[config.mk]
export PLATFORM = sky130hd
export DESIGN_NAME = mux4_rr_arbiter
export DESIGN_NICKNAME = d
export VERILOG_FILES = /design/src/rtl/mux4_rr_arbiter.sv
export SDC_FILE = /design/constraint.sdc
export NUM_CORES = 1
export LEC_CHECK = 0
export CAP_MARGIN = 30
export CORE_AREA = 2 2 58 60
export CTS_BUF_LIST = sky130_fd_sc_hd__clkbuf_16
export DETAILED_ROUTE_END_ITERATION = 8
export DIE_AREA = 0 0 60 62
export MAX_ROUTING_LAYER = met4
export PLACE_DENSITY = 0.77
export SYNTH_ARGS = -nofsm -noshare
export SYNTH_HDL_FRONTEND = slang
export SYNTH_SLANG_ARGS = --single-unit
export TNS_END_PERCENT = 20
[constraint.sdc]
create_clock -name clk -period 2.8 [get_ports clk]
set_input_delay 0.42 -clock clk [delete_from_list [all_inputs] [get_ports clk]]
set_output_delay 0.42 -clock clk [all_outputs]
set_load 0.01 [all_outputs]
[src/rtl/mux4_rr_arbiter.sv]
// Round-robin owner of the shared 4:1 mux select lines. One grant at a time,
// each tenure capped at HOLD_MAX cycles so no requester can starve the rest.
module mux4_rr_arbiter #(
  parameter int HOLD_MAX = 8,
  parameter int CNT_W    = 8
) (
  input  logic       clk,
  input  logic       rst_n,
  input  logic [3:0] req,
  output logic [3:0] gnt,
  output logic [1:0] sel,
  output logic       busy,
  output logic       preempt
);

  // state | meaning
  // IDLE  | no owner, gnt = 0, sel holds the last owner
  // GRANT | one owner (index in sel), gnt one-hot, cnt counts its held cycles
  typedef enum logic {
    IDLE  = 1'b0,
    GRANT = 1'b1
  } state_t;

  localparam logic [CNT_W-1:0] LIMIT = CNT_W'(HOLD_MAX - 1);

  state_t           state;
  logic [1:0]       ptr;
  logic [CNT_W-1:0] cnt;

  logic [1:0] owner;
  logic       drop;
  logic       at_limit;
  logic [3:0] others;
  logic [3:0] next_pool;
  logic [2:0] pick_idle;
  logic [2:0] pick_next;

  // Returns {hit, index} of the first set bit of r, scanning start, start+1, ...
  function automatic logic [2:0] rr_pick(input logic [3:0] r, input logic [1:0] start);
    logic [2:0] res;
    logic [1:0] idx;
    res = 3'b000;
    for (int i = 3; i >= 0; i--) begin
      idx = start + 2'(i);
      if (r[idx]) res = {1'b1, idx};
    end
    return res;
  endfunction

  function automatic logic [3:0] onehot(input logic [1:0] idx);
    return 4'b0001 << idx;
  endfunction

  always_comb begin
    owner     = sel;
    drop      = ~req[owner];
    at_limit  = (cnt == LIMIT);
    others    = req & ~onehot(owner);
    next_pool = drop ? req : others;
    pick_idle = rr_pick(req, ptr);
    pick_next = rr_pick(next_pool, owner + 2'd1);
  end

  always_ff @(posedge clk or negedge rst_n) begin
    if (!rst_n) begin
      state   <= IDLE;
      gnt     <= 4'b0000;
      sel     <= 2'b00;
      busy    <= 1'b0;
      preempt <= 1'b0;
      ptr     <= 2'b00;
      cnt     <= '0;
    end else begin
      preempt <= 1'b0;
      case (state)
        IDLE: begin
          if (pick_idle[2]) begin
            state <= GRANT;
            gnt   <= onehot(pick_idle[1:0]);
            sel   <= pick_idle[1:0];
            ptr   <= pick_idle[1:0] + 2'd1;
            busy  <= 1'b1;
            cnt   <= '0;
          end
        end
        GRANT: begin
          if (drop) begin
            cnt <= '0;
            if (pick_next[2]) begin
              gnt <= onehot(pick_next[1:0]);
              sel <= pick_next[1:0];
              ptr <= pick_next[1:0] + 2'd1;
            end else begin
              state <= IDLE;
              gnt   <= 4'b0000;
              busy  <= 1'b0;
            end
          end else if (at_limit) begin
            preempt <= 1'b1;
            cnt     <= '0;
            // With nobody else waiting the owner simply starts a fresh tenure.
            if (pick_next[2]) begin
              gnt <= onehot(pick_next[1:0]);
              sel <= pick_next[1:0];
              ptr <= pick_next[1:0] + 2'd1;
            end else begin
              ptr <= owner + 2'd1;
            end
          end else begin
            cnt <= cnt + CNT_W'(1);
          end
        end
        default: begin
          state <= IDLE;
          gnt   <= 4'b0000;
          busy  <= 1'b0;
        end
      endcase
    end
  end

endmodule

# ---- After elaboration in Yosys (flattened, before gate mapping)
# Index checks and enable logic that the tools add are counted.
dict set report classes {
  n_reduce_logical 4
  muxes 59
  n_bitwise 3
  n_lt_le_gt_ge 9
  n_eq_ne 7
  shift 3
  n_addsub 10
}
# cell count
set op_table {}
lappend op_table {{< comparator 2 x 3 -> 1 bit (second input constant)} 9}
lappend op_table {{two-way mux 3 bit} 8}
lappend op_table {{two-way mux 4 bit} 6}
lappend op_table {{two-way mux 8 bit} 3}
lappend op_table {{binary-select mux 1 bit (select 2 bit)} 9}
lappend op_table {{two-way mux 1 bit} 18}
lappend op_table {{two-way mux 2 bit} 9}
lappend op_table {{one-hot mux 8 bit (2 select lines)} 1}
lappend op_table {{<< shifter 1 x 2 -> 4 bit (first input constant)} 3}
lappend op_table {{adder 2 x 1 -> 2 bit (second input constant)} 5}
lappend op_table {{AND reduction 3 bit} 3}
lappend op_table {{adder 2 bit (second input constant)} 4}
lappend op_table {{adder 8 x 1 -> 8 bit (second input constant)} 1}
lappend op_table {{equality test 8 x 3 -> 1 bit (second input constant)} 1}
lappend op_table {{one-hot mux 2 bit (2 select lines)} 2}
lappend op_table {{one-hot mux 4 bit (2 select lines)} 1}
lappend op_table {{!= test 2 bit (second input constant)} 3}
lappend op_table {{!= test 3 bit (second input constant)} 2}
lappend op_table {{AND 4 bit} 1}
lappend op_table {{NOT 4 bit} 1}
lappend op_table {{one-hot mux 1 bit (2 select lines)} 2}
lappend op_table {{!= test 3 x 1 -> 1 bit (second input constant)} 1}
lappend op_table {{AND reduction 2 bit} 1}
lappend op_table {{NOT 1 bit} 1}
dict set report word_totals {
  output_inout_bits 8
  reg_bits 19
}

# ---- Depth between registers and ports, before layout
dict set report depth {
  ltp_word 15
  mapped_depth 13
  depth_no_buf 12
}

# ---- Worst setup path after synthesis
# No wires, ideal clock.
dict set report synth_timing {
  path_kind {reg-to-reg}
  startpoint {register sel[0]}
  endpoint {register ptr[1]}
  path_slack_ps 70
  arrival_time_ps 2629
  stages_incl_launch_ff 12
  path_buffers 1
  required_ps 2699
  setup_time_ps 101
  cell_sequence {dfrtp_1 buf_2 inv_1 ha_1 and2_1 nor4_1 a2bb2oi_1 inv_1 ha_1 a31oi_1 a41oi_1 o32ai_1}
}
dict set report synth_between {
  elab_chain_len 15
  elab_cells_between_ends 31
  classes_between {add/sub (5); eq/ne (2); shift (1); mux (20); bitwise (2); reduce/logical (1)}
}
# item line
set synth_lines {}
lappend synth_lines {{from (decl)} 11} ;# output logic [1:0] sel,
lappend synth_lines {{from (signal assigned)} 80} ;# sel <= pick_idle[1:0];
lappend synth_lines {{from (signal assigned)} 91} ;# sel <= pick_next[1:0];
lappend synth_lines {{from (signal assigned)} 104} ;# sel <= pick_next[1:0];
lappend synth_lines {{branches (longest 15 deep; another with adder 2 x 1 -> 2 bit)} --}
lappend synth_lines {{to (signal assigned)} 92} ;# ptr <= pick_next[1:0] + 2'd1;
lappend synth_lines {{to (signal assigned)} 105} ;# ptr <= pick_next[1:0] + 2'd1;
lappend synth_lines {{to (signal assigned)} 107} ;# ptr <= owner + 2'd1;
lappend synth_lines {{to (decl)} 27} ;# logic [1:0] ptr;
# Several ways; the timed one is not identified. The select of a mux whose other input is x is not followed.
# A chain may end at the register's enable or synchronous reset.

# ---- Final worst setup path
# Ends and elaborated chain as after synthesis.

==> flow_summary.json <==
{
  "status": "finished, final reports clean",
  "timing.rr.start": "sel[0]",
  "netlist_instances": 168,
  "final_cell_mix": "dfrtp_1, buf_4, nor2_1, o21ai_0, ha_1",
  "cts-resized-gates": 0,
  "ir_drop_mv": 0.560,
  "avgSynthCellArea_sq_um": 9.35,
  "p_sw_frac": 0.415,
  "synth.distinct_cells": 52,
  "critical_path.max_fanout": 13,
  "grt_max_degree": 20,
  "r2r_slack_ps": 160,
  "post_cts_buffers": 0,
  "first_iter_violations": 76,
  "min_from": "cnt[7]",
  "fmax_ghz": 0.379,
  "synth_edf_count": 0,
  "p_int_mw": 1.27,
  "async_flop_share": 1.00,
  "grt_use_total": 0.228,
  "gp_congestion": 0.852,
  "finClkSkew_ps": 1.76,
  "synth_seq_area_share": 0.303,
  "maxCapViolCount": 0,
  "synth_flop_cell": "dfrtp_1",
  "die_x_um": 60,
  "worstSetupPathType": "flip-flop to flip-flop",
  "holdWs_ps": 493,
  "cts_tree": "built",
  "first_pass_iters": 5,
  "max_slew_margin": 0.408,
  "via_count": 1434,
  "grt_overflow": 0,
  "holdPathEnd": "cnt[7]",
  "yosysWarnings": 0,
  "endpoint_kind": "flip-flop",
  "dieArea_sq_um": 3720,
  "core_area_sq_um": 3180,
  "drcViolationCount": 0,
  "clk_pin_slew_ps": 50,
  "start_util": 0.494,
  "timing_hold_violations_final": 0,
  "portBuffers": 13,
  "dpl.hpwl_mm": 2.89,
  "wl_mm": 3.79,
  "grt_pass1_wl_mm": 6.27,
  "post_drt_wl_per_cell_um": 15.4,
  "antenna_found_initial": 0,
  "fin_nets": 220,
  "cp.arrival_ps": 2780,
  "die_y_um": 62,
  "worst_pin_slew_ps": 886,
  "min_period_over_period": 0.943,
  "pwr_density_cell_nw_per_um2": 1100,
  "pwr-share-comb": 0.663,
  "vias_per_cell": 5.83,
  "dp_cells": 242,
  "syn_area_sq_um": 1570,
  "switching_power_mw": 0.896,
  "slew_viol_final": 0,
  "insertion_delay_ps": 250,
  "worstReg2RegEnd": "ptr[1]",
  "hold_path.class": "flip-flop to flip-flop",
  "synth_seq_cells": 19,
  "syn2layout_area_growth_pct": 25.3,
  "period_minus_slack_ps": 2640,
  "final_layout_size_suffix_gt1_frac": 0.210,
  "diodes": 0,
  "finalSetupViolCount": 0,
  "r2r_cells": 11,
  "cts_hold_buf": 0,
  "htree_levels": 1,
  "power_frac_seq": 0.205,
  "cts-root-buf": "clkbuf_16",
  "crit_required_ps": 2940,
  "hold_depth": 1,
  "grt_pass1_vias": 1334,
  "num_rows": 21,
  "critPathLaunchType": "flip-flop",
  "drtAntennaViolNets": 0,
  "boundaryPins": 14,
  "cts_buffer_depth": 2,
  "syn_nets": 187,
  "cts_buffers": 3,
  "pwr-share-clk": 0.132,
  "p_leak_nw": 0.914,
  "stdcell_count": 246,
  "clock-sinks": 19
}
## registers in the layout, summed over array words and instances (netlist names)
register  flops
sel           2
state         1
gnt           4
busy          1
cnt           8
preempt       1
ptr           2
## metal layers
metal	vias to the layer above	track usage	part of all wire
li1	690	-	-
met1	704	0.302	0.43
met2	32	0.366	0.52
met3	8	0.0248	0.034
met4	0	0.0698	0.019
met5	-	-	0
## Yosys cell counts (3+ instances only)
library cell / count / area share
a21oi_1: 6 / 0.019
and2_1: 3 / 0.012
and3_1: 4 / 0.016
and3_4: 3 / 0.021
dfrtp_1: 19 / 0.30
ha_1: 13 / 0.10
inv_1: 9 / 0.021
mux2_4: 6 / 0.057
nand2_1: 12 / 0.029
nand2b_1: 3 / 0.012
nand3_1: 5 / 0.016
nor2_1: 16 / 0.038
o21ai_0: 13 / 0.041
o2bb2ai_1: 4 / 0.022
or2b_1: 4 / 0.019
## power groups by stage
stage	clock (mW)	sequential [mW]	combinational [mW]
finish	0.286	0.442	1.43
global route	0.309	0.455	1.57
CTS	0.291	0.439	1.42
detailed placement	0	0.444	1.41
global placement	0	0.437	1.34
floorplan	0	0.440	0.943
## worst max-delay path by stage
stage                 from  endpoint  slack (ps)
CTS                 req[0]    ptr[1]          40
detailed placement  req[0]    ptr[1]        -210
floorplan           sel[0]    ptr[1]          70
global placement    req[0]    ptr[1]         -50
global route        sel[0]    ptr[1]          -4
finish              sel[0]    ptr[1]         160
## critical path, cell delays in order (launching register included)
cell       delay, ps
dfrtp_1          470
buf_4            240
ha_1             240
a21o_1           210
nor2_1            50
nor4_1           190
a2bb2oi_1        250
inv_1             90
ha_1             290
a31oi_1          170
a41oi_1           70
o32ai_1          260
## logic make-up (layout without fill, tap and decap cells)
logic type / Yosys count / in the layout / share of synthesized area
buffers and inverters: 13 / 45 / 0.0326
flip-flops: 19 / 19 / 0.303
adder cells (fa/ha/maj): 14 / 14 / 0.110
multiplexers: 7 / 7 / 0.0637
AND/OR/NAND/NOR: 64 / 64 / 0.240
AO/OA/AOI/OAI: 51 / 51 / 0.251
## through the flow
| step | worst slack (ps) | TNS (ps) | utilization | power (mW) | cell area [sq um] |
|---|---|---|---|---|---|
| CTS | 35.4 | 0 | 0.616 | 2.15 | 1960 |
| detailed placement | -205 | -267 | 0.591 | 1.86 | 1880 |
| global route | -4.44 | -4.44 | 0.619 | 2.34 | 1970 |
| global placement | -45.8 | -45.8 | 0.591 | 1.78 | 1880 |
| floorplan | 70.3 | 0 | - | 1.38 | 1570 |
| finish | 159 | 0 | 0.619 | 2.16 | 1970 |
## layout make-up
class | instances | area, sq um
clock buffer | 3 | 75.1
clock inverter | 1 | 3.75
fill | 261 | 1210
inverter | 10 | 37.5
multi-input combinational | 136 | 1050
sequential | 19 | 477
tap | 46 | 57.6
timing repair buffer | 31 | 270
No activity file was read; power rests on OpenSTA's default activity.
